`config.mk`:
```
export PLATFORM = sky130hd
export DESIGN_NAME = div_tick_monitor
export DESIGN_NICKNAME = d
export VERILOG_FILES = /design/src/rtl/div_tick_monitor.sv
export SDC_FILE = /design/constraint.sdc
export NUM_CORES = 1
export LEC_CHECK = 0
export ABC_CLOCK_PERIOD_IN_PS = 2900
export CAP_MARGIN = 25
export CORE_UTILIZATION = 45
export DETAILED_ROUTE_END_ITERATION = 8
export PLACE_DENSITY = 0.65
export SETUP_SLACK_MARGIN = 0.2
export SYNTH_ARGS = -nofsm -noshare
export SYNTH_HDL_FRONTEND = slang
export SYNTH_SLANG_ARGS = --single-unit
```
`constraint.sdc`:
```
create_clock -name clk -period 2.9 [get_ports clk]
set_clock_uncertainty 0.1 [all_clocks]
set_input_delay 0.29 -clock clk [delete_from_list [all_inputs] [get_ports clk]]
set_output_delay 0.29 -clock clk [all_outputs]
set_load 0.05 [all_outputs]
```
`src/rtl/div_tick_monitor.sv`:
```
// Monitors the div4/div16 outputs of the clock divider: one-cycle ticks on each
// rising edge, rise-to-rise period measurement, and a per-channel lock FSM.

module div_tick_chan #(
    parameter int CNT_W    = 8,
    parameter int EXP      = 4,
    parameter int LOCK_CNT = 4
) (
    input  logic             clk,
    input  logic             rst,
    input  logic             en,
    input  logic             div_in,
    output logic             tick,
    output logic [CNT_W-1:0] period,
    output logic             lock,
    output logic             err_set
);
    localparam int MATCH_W = $clog2(LOCK_CNT + 1);

    localparam logic [1:0] ST_IDLE    = 2'd0;
    localparam logic [1:0] ST_WAIT    = 2'd1;
    localparam logic [1:0] ST_MEASURE = 2'd2;
    localparam logic [1:0] ST_LOCKED  = 2'd3;

    localparam logic [CNT_W-1:0]   CNT_MAX   = {CNT_W{1'b1}};
    localparam logic [CNT_W-1:0]   CNT_STALL = CNT_MAX - 1'b1;
    localparam logic [CNT_W-1:0]   EXP_C     = CNT_W'(EXP);
    localparam logic [MATCH_W-1:0] LOCK_C    = MATCH_W'(LOCK_CNT);

    logic               in_d_q,   in_d_d;
    logic               tick_q,   tick_d;
    logic [CNT_W-1:0]   cnt_q,    cnt_d;
    logic [CNT_W-1:0]   period_q, period_d;
    logic [MATCH_W-1:0] match_q,  match_d;
    logic [1:0]         state_q,  state_d;
    logic               lock_q,   lock_d;
    logic               rise;

    // NOTE: every signal gets a default at the top of the block so no path
    // through the case/if tree leaves one unassigned and infers a latch.
    always_comb begin
        rise     = div_in & ~in_d_q;
        in_d_d   = div_in;
        tick_d   = rise & en;
        cnt_d    = rise ? CNT_W'(1) : ((cnt_q == CNT_MAX) ? cnt_q : cnt_q + 1'b1);
        state_d  = state_q;
        match_d  = match_q;
        period_d = period_q;
        err_set  = 1'b0;

        if (!en) begin
            state_d = ST_IDLE;
            cnt_d   = '0;
            match_d = '0;
        end else begin
            case (state_q)
                ST_IDLE: begin
                    state_d = ST_WAIT;
                    cnt_d   = '0;
                    match_d = '0;
                end
                ST_WAIT: begin
                    if (rise) state_d = ST_MEASURE;
                end
                default: begin
                    if (rise) begin
                        period_d = cnt_q;
                        if (cnt_q == EXP_C) begin
                            match_d = (match_q == LOCK_C) ? match_q : match_q + 1'b1;
                            if (state_q == ST_MEASURE && match_d == LOCK_C)
                                state_d = ST_LOCKED;
                        end else begin
                            match_d = '0;
                            if (state_q == ST_LOCKED) begin
                                state_d = ST_MEASURE;
                                err_set = 1'b1;
                            end
                        end
                    end else if (cnt_q == CNT_STALL) begin
                        // Counter saturates this edge: the input has stalled.
                        state_d = ST_WAIT;
                        match_d = '0;
                        err_set = 1'b1;
                    end
                end
            endcase
        end

        lock_d = (state_d == ST_LOCKED);
    end

    // NOTE: sequential state uses non-blocking assignments so all flops
    // sample their _d values from the same edge, independent of block order.
    always_ff @(posedge clk) begin
        if (rst) begin
            in_d_q   <= 1'b0;
            tick_q   <= 1'b0;
            cnt_q    <= '0;
            period_q <= '0;
            match_q  <= '0;
            state_q  <= ST_IDLE;
            lock_q   <= 1'b0;
        end else begin
            in_d_q   <= in_d_d;
            tick_q   <= tick_d;
            cnt_q    <= cnt_d;
            period_q <= period_d;
            match_q  <= match_d;
            state_q  <= state_d;
            lock_q   <= lock_d;
        end
    end

    assign tick   = tick_q;
    assign period = period_q;
    assign lock   = lock_q;
endmodule

module div_tick_monitor #(
    parameter int CNT_W    = 8,
    parameter int EXP_P4   = 4,
    parameter int EXP_P16  = 16,
    parameter int LOCK_CNT = 4
) (
    input  logic             clk,
    input  logic             rst,
    input  logic             en,
    input  logic             clr_err,
    input  logic             div4_in,
    input  logic             div16_in,
    output logic             tick4,
    output logic             tick16,
    output logic [CNT_W-1:0] period4,
    output logic [CNT_W-1:0] period16,
    output logic             lock4,
    output logic             lock16,
    output logic             err
);
    logic err_set4, err_set16;
    logic err_q, err_d;

    div_tick_chan #(.CNT_W(CNT_W), .EXP(EXP_P4), .LOCK_CNT(LOCK_CNT)) u_ch4 (
        .clk     (clk),
        .rst     (rst),
        .en      (en),
        .div_in  (div4_in),
        .tick    (tick4),
        .period  (period4),
        .lock    (lock4),
        .err_set (err_set4)
    );

    div_tick_chan #(.CNT_W(CNT_W), .EXP(EXP_P16), .LOCK_CNT(LOCK_CNT)) u_ch16 (
        .clk     (clk),
        .rst     (rst),
        .en      (en),
        .div_in  (div16_in),
        .tick    (tick16),
        .period  (period16),
        .lock    (lock16),
        .err_set (err_set16)
    );

    // A new error in the same cycle as clr_err keeps err set.
    always_comb begin
        err_d = err_q;
        if (err_set4 | err_set16) err_d = 1'b1;
        else if (clr_err)         err_d = 1'b0;
    end

    always_ff @(posedge clk) begin
        if (rst) err_q <= 1'b0;
        else     err_q <= err_d;
    end

    assign err = err_q;
endmodule
```
; Yosys cells after proc, flatten, opt, wreduce, memory -nomap -nowiden
; Cells that the tools add are included.
[totals]
output_inout_bits = 21
ff_bits = 49
word_cells = 115
[classes]
addsub = 4
reduce_logical = 18
eq_ne = 20
bitwise = 12
mux = 44
[ops]
columns = cell, n
row1 = $eq A8 B8 Y1 const B, 4
row2 = $mux W2, 14
row3 = $mux W3, 8
row4 = $mux W1, 18
row5 = $add A8 B1 Y8 const B, 2
row6 = $eq A2 B2 Y1 const B, 6
row7 = $eq A3 B3 Y1 const B, 4
row8 = $pmux W3 S2, 2
row9 = $eq A8 B3 Y1 const B, 1
row10 = $eq A8 B5 Y1 const B, 1
row11 = $pmux W2 S2, 2
row12 = $reduce_or A4 Y1, 2
row13 = $not A1 Y1, 7
row14 = $add A3 B1 Y3 const B, 2
row15 = $reduce_and A3 Y1, 2
row16 = $reduce_bool A3 Y1, 2
row17 = $reduce_or A2 Y1, 3
row18 = $reduce_or A3 Y1, 2
row19 = $and A1 B1 Y1, 4
row20 = $eq A2 B1 Y1 const B, 2
row21 = $logic_not A2 Y1, 2
row22 = $ne A2 B1 Y1 const B, 2
row23 = $reduce_and A2 Y1, 2
row24 = $logic_and A1 B1 Y1, 2
row25 = other kinds (2), 2

; Longest topological paths before layout
[logic_depth]
word_depth = 10
depth_mapped = 6
mapped_depth_nobuf = 6

; Modules after synthesis
; A second synthesis with hierarchy kept.
[hier_totals]
cells_unflattened = 279
area_unflattened_um2 = 2414.8
[modules_own_cells]
columns = mod, n_inst, cells_per_inst, area_each_um2, seq_area_each_um2
row1 = div_tick_chan (u_ch4), 1, 137, 1191.1, 480.5
row2 = div_tick_chan (u_ch16), 1, 138, 1188.6, 480.5
row3 = div_tick_monitor, 1, 4, 35.0, 20.0

; Worst setup path before layout
; OpenSTA, ideal clock, no wires.
[synth_timing]
kind = reg-to-reg
start = register u_ch4.cnt_q[0]
end = register err_q, in the netlist err
required_time_ps = 2680
arrival_ps = 1558
path_stages_with_launch = 7
setup_slack_ps = 1122
path_cell_list = dfxtp_1 > inv_1 > ha_1 > or4b_4 > o211ai_1 > a211oi_1 > a211o_1
[synth_via]
elab_chain_cells = 7
[synth_rtl]
columns = item, line_no
row1 = "start, declared", 32  ; logic [CNT_W-1:0] cnt_q, cnt_d;
row2 = "start signal, assigned", 106  ; cnt_q <= cnt_d;
row3 = $eq A8 B8 Y1 / $eq A8 B3 Y1 (equally long branches), "79, 68"
row4 = "$mux W1, on equally long branches", "79, 68"
row5 = $mux W1 (*), 66  ; if (rise) begin
row6 = $mux W1 (*), 56  ; case (state_q)
row7 = $mux W1 (*), 51  ; if (!en) begin
row8 = $or A1 B1 Y1 (*), 167  ; if (err_set4 | err_set16) err_d = 1'b1;
row9 = $mux W1 / $reduce_bool A2 Y1 (equally long branches), --
row10 = "end signal, assigned", 173  ; else err_q <= err_d;
row11 = "end, declared", 140  ; logic err_q, err_d;
; Mark *: on every way between the ends. The rest lies on a longest branch, timed or not.
; A chain may end at the register's enable or synchronous reset.

; Final worst setup path
[layout_timing]
start = register u_ch4.match_q[0]
end = register u_ch4.state_q[0]
[layout_via]
elab_chain_cells = 9
[layout_rtl]
columns = item, line_no
row1 = "start, declared", 34  ; logic [MATCH_W-1:0] match_q, match_d;
row2 = "start signal, assigned", 108  ; match_q <= match_d;
row3 = $add A3 B1 Y3 / $eq A3 B3 Y1 (equally long branches), 69  ; match_d = (match_q == LOCK_C) ? match_q : match_q + 1'b1;
row4 = $mux W3 (*), 69
row5 = $eq A3 B3 Y1 (*), 70  ; if (state_q == ST_MEASURE && match_d == LOCK_C)
row6 = $logic_and A1 B1 Y1 (*), 70
row7 = $mux W2 (*), 70
row8 = $mux W2 (*), 68  ; if (cnt_q == EXP_C) begin
row9 = $mux W2 (*), 66
row10 = $pmux W2 S2 (*), 56
row11 = $mux W2 (*), 51
row12 = "end signal, assigned", 109  ; state_q <= state_d;
row13 = "end, declared", 35  ; logic [1:0] state_q, state_d;
; Marked as above.

==> impl_metrics.ini <==
[outcome]
run_status = finished, final reports clean

[logic_synthesis]
syn_inst = 281
yosys.area.top_type = dfxtp_1
syn-num-nets = 297
synth.distinct_cells = 49
avgSynthCellArea_um2 = 8.45
ys_seq_area_frac = 0.413
synth-edff-count = 0
ys.flop_type = dfxtp_1
ys_top_cells_by_area = dfxtp_1 41%, a21oi_1 7.2%, nand2_1 6.5%
yosys_warnings = 0
async_reset_ff_frac = 0
synthesis.area_mm2 = 0.00237
ys_seq_elements = 49
synth_top_area_frac = 0.413

[critical_path]
cp_cell_sequence = inv_1 -> ha_1 -> or3b_2 -> a311oi_1 -> a21oi_1 -> a21oi_1
cpMaxStageDelayCell = or3b_2
critical_path_class = reg -> reg
critPathBufInv = 1
crit_fanout = 5
cpMostUsedCell = a21oi_1
slowest_delay_ns = 0.44
critPathRequiredTime_ns = 3.04
crit_path_end_kind = flip-flop
critPathTopFamily = compound AO/OA/AOI/OAI gates
start_kind = flip-flop
crit_arrival_ns = 2.12

[global_route]
first_global_vias = 1885
grt_max_degree = 21
track_usage = 0.211
grt_antenna_before_repair = 0
grt_first_pass_wirelength_mm = 9.01
gr-total-overflow = 0

[timing]
post-route-period-util = 0.682
fin_ws_ns = 0.923
drv_slew = 0
fmax_ghz = 0.506
period_minus_slack_ns = 1.98
relSlewSlack = 0.595
tns_ns = 0
hold_viol = 0
holdWs_ns = 0.356
setup_violations = 0
rsz0062_at_grt = no
worst_pin_slew_ns = 0.607

[route]
routed-via-count = 1997
first_pass_iters = 4
drtAntennaViolNets = 0
dr.first_iter.drc_count = 183
finalWirelength_mm = 5.16
drc = 0
wl_per_cell_um = 13.8
viasPerCell = 5.33

[clocking]
cts_tree = done
clock_path_buffers = 2
ctsResizeCount = 0
clock-sinks = 49
cts_root_buf = clkbuf_8
htreeDepth = 2
clk_pin_slew_ns = 0.08
insertion_delay_ns = 0.30
postCtsSetupBuffers = 0
cts_hold_buf = 0
numCtsBuffers = 5

[placement]
hpwl_mm = 3.60
gp_congestion = 0.848
portBuffers = 26
dpl.cell_count = 367
preCtsSetupSlack_ns = 0.665

[die]
die_width_um = 74.6
row_count = 26
ios = 27
core-area_mm2 = 0.00511
initial_core_util = 0.465
die_area_mm2 = 0.00557
die_y_um = 74.6

[min_path]
min_path_type = reg -> reg

[cells_and_area]
final_nets = 320
most-common-layout-cells = 49 x dfxtp_1, 41 x nand2_1, 34 x a21oi_1
drive_above_1_share = 0.0590
final_common_cell = dfxtp_1
nFillCells = 517
area.sequential_um2 = 981
area_growth_pct = 16.1
multi_input_area_mm2 = 0.00129
antennaDiodeCount = 0
fin_cells = 375

[pwr]
p_leak_nw = 0.943
fin_total_pwr_mw = 1.13
ir_drop_mv = 0.249
power_density_mw_per_mm2 = 412

[run]
cap_violations = 0
==> cell type report <==
class | count | share of cell area
clock buffers | 8 | 0.0291
inverters | 12 | 0.0163
multi-input cells | 208 | 0.467
flip-flops and latches | 49 | 0.356
well taps | 70 | 0.0318
repair buffers | 28 | 0.0999
==> worst register-to-register path, delay by kind of cell (launching register included) <==
family	cells	cell delay (ns)
AOI/OAI and AO/OA	3	0.58
adders and majority gates	1	0.31
DFF	1	0.41
buffers and inverters	1	0.07
and+or+nand+nor	1	0.44
==> report_power, final <==
part | total (mW) | switching [mW] | internal, mW
Clock | 0.385 | 0.214 | 0.172
Combinational | 0.0639 | 0.0386 | 0.0252
Sequential | 0.685 | 0.00716 | 0.678
==> sequential cells by signal (all words and copies together), names as in the netlist <==
name and flops:
err 1, u_ch16.cnt_q 8, u_ch16.in_d_q 1, u_ch16.lock 1, u_ch16.match_q 3, u_ch16.period 8
u_ch16.state_q 2, u_ch16.tick 1, u_ch4.cnt_q 8, u_ch4.in_d_q 1, u_ch4.lock 1, u_ch4.match_q 3
u_ch4.period 8, u_ch4.state_q 2, u_ch4.tick 1
==> final timing paths <==
path | startpoint | to | slack (ns) | cells after the start
setup / recovery | u_ch4.match_q[0] | u_ch4.state_q[0] | 0.92 | 6
hold / removal | u_ch16.period[1] | u_ch16.period[1] | 0.36 | 2
hold reg to reg | u_ch16.period[1] | u_ch16.period[1] | 0.36 | 2
setup reg to reg | u_ch4.match_q[0] | u_ch4.state_q[0] | 0.92 | 6
==> Yosys cell counts (all sizes together), types with 2 or more instances <==
cell type,number
or3,5
nor3b,3
a311oi,3
xor2,3
mux2i,2
nand2,41
inv,12
o211a,2
nand2b,4
dfxtp,49
nor3,9
nand3b,2
a21boi,2
nor2,13
or3b,4
and3,8
o31ai,2
buf,2
nor2b,5
nor4,2
and2b,2
o211ai,3
xnor2,5
and2,2
a211oi,4
nand3,11
o21ai,6
a31oi,3
a211o,3
ha,10
a21oi,34
clkbuf,10
nand4,7
==> routing by layer <==
metal | GRT usage | vias up | part of all wire | routed length, µm
li1 | - | 1035 | - | -
met1 | 0.296 | 915 | 0.52 | 2690
met2 | 0.319 | 40 | 0.42 | 2190
met3 | 0.0442 | 7 | 0.037 | 189
met4 | 0.0818 | 0 | 0.017 | 88
met5 | 0 | - | 0 | 0
==> logic make-up (layout without fill, tap and decap cells) <==
logic type | Yosys count | after routing | synth area share
AO/OA/AOI/OAI | 66 | 66 | 0.173
adder cells (fa/ha/maj) | 10 | 10 | 0.0527
multiplexers | 2 | 2 | 0.00843
XOR/XNOR | 8 | 8 | 0.0295
flip-flops | 49 | 49 | 0.413
buffers and inverters | 24 | 48 | 0.0443
AND/OR/NAND/NOR | 122 | 122 | 0.278
==> per-stage QoR <==
step            util  cell area, µm²
2_1_floorplan      -            2370
3_3_place_gp   0.524            2680
3_5_place_dp   0.524            2680
4_1_cts        0.540            2760
5_1_grt        0.540            2760
6_report       0.540            2760
No activity file was read; power rests on OpenSTA's default activity.
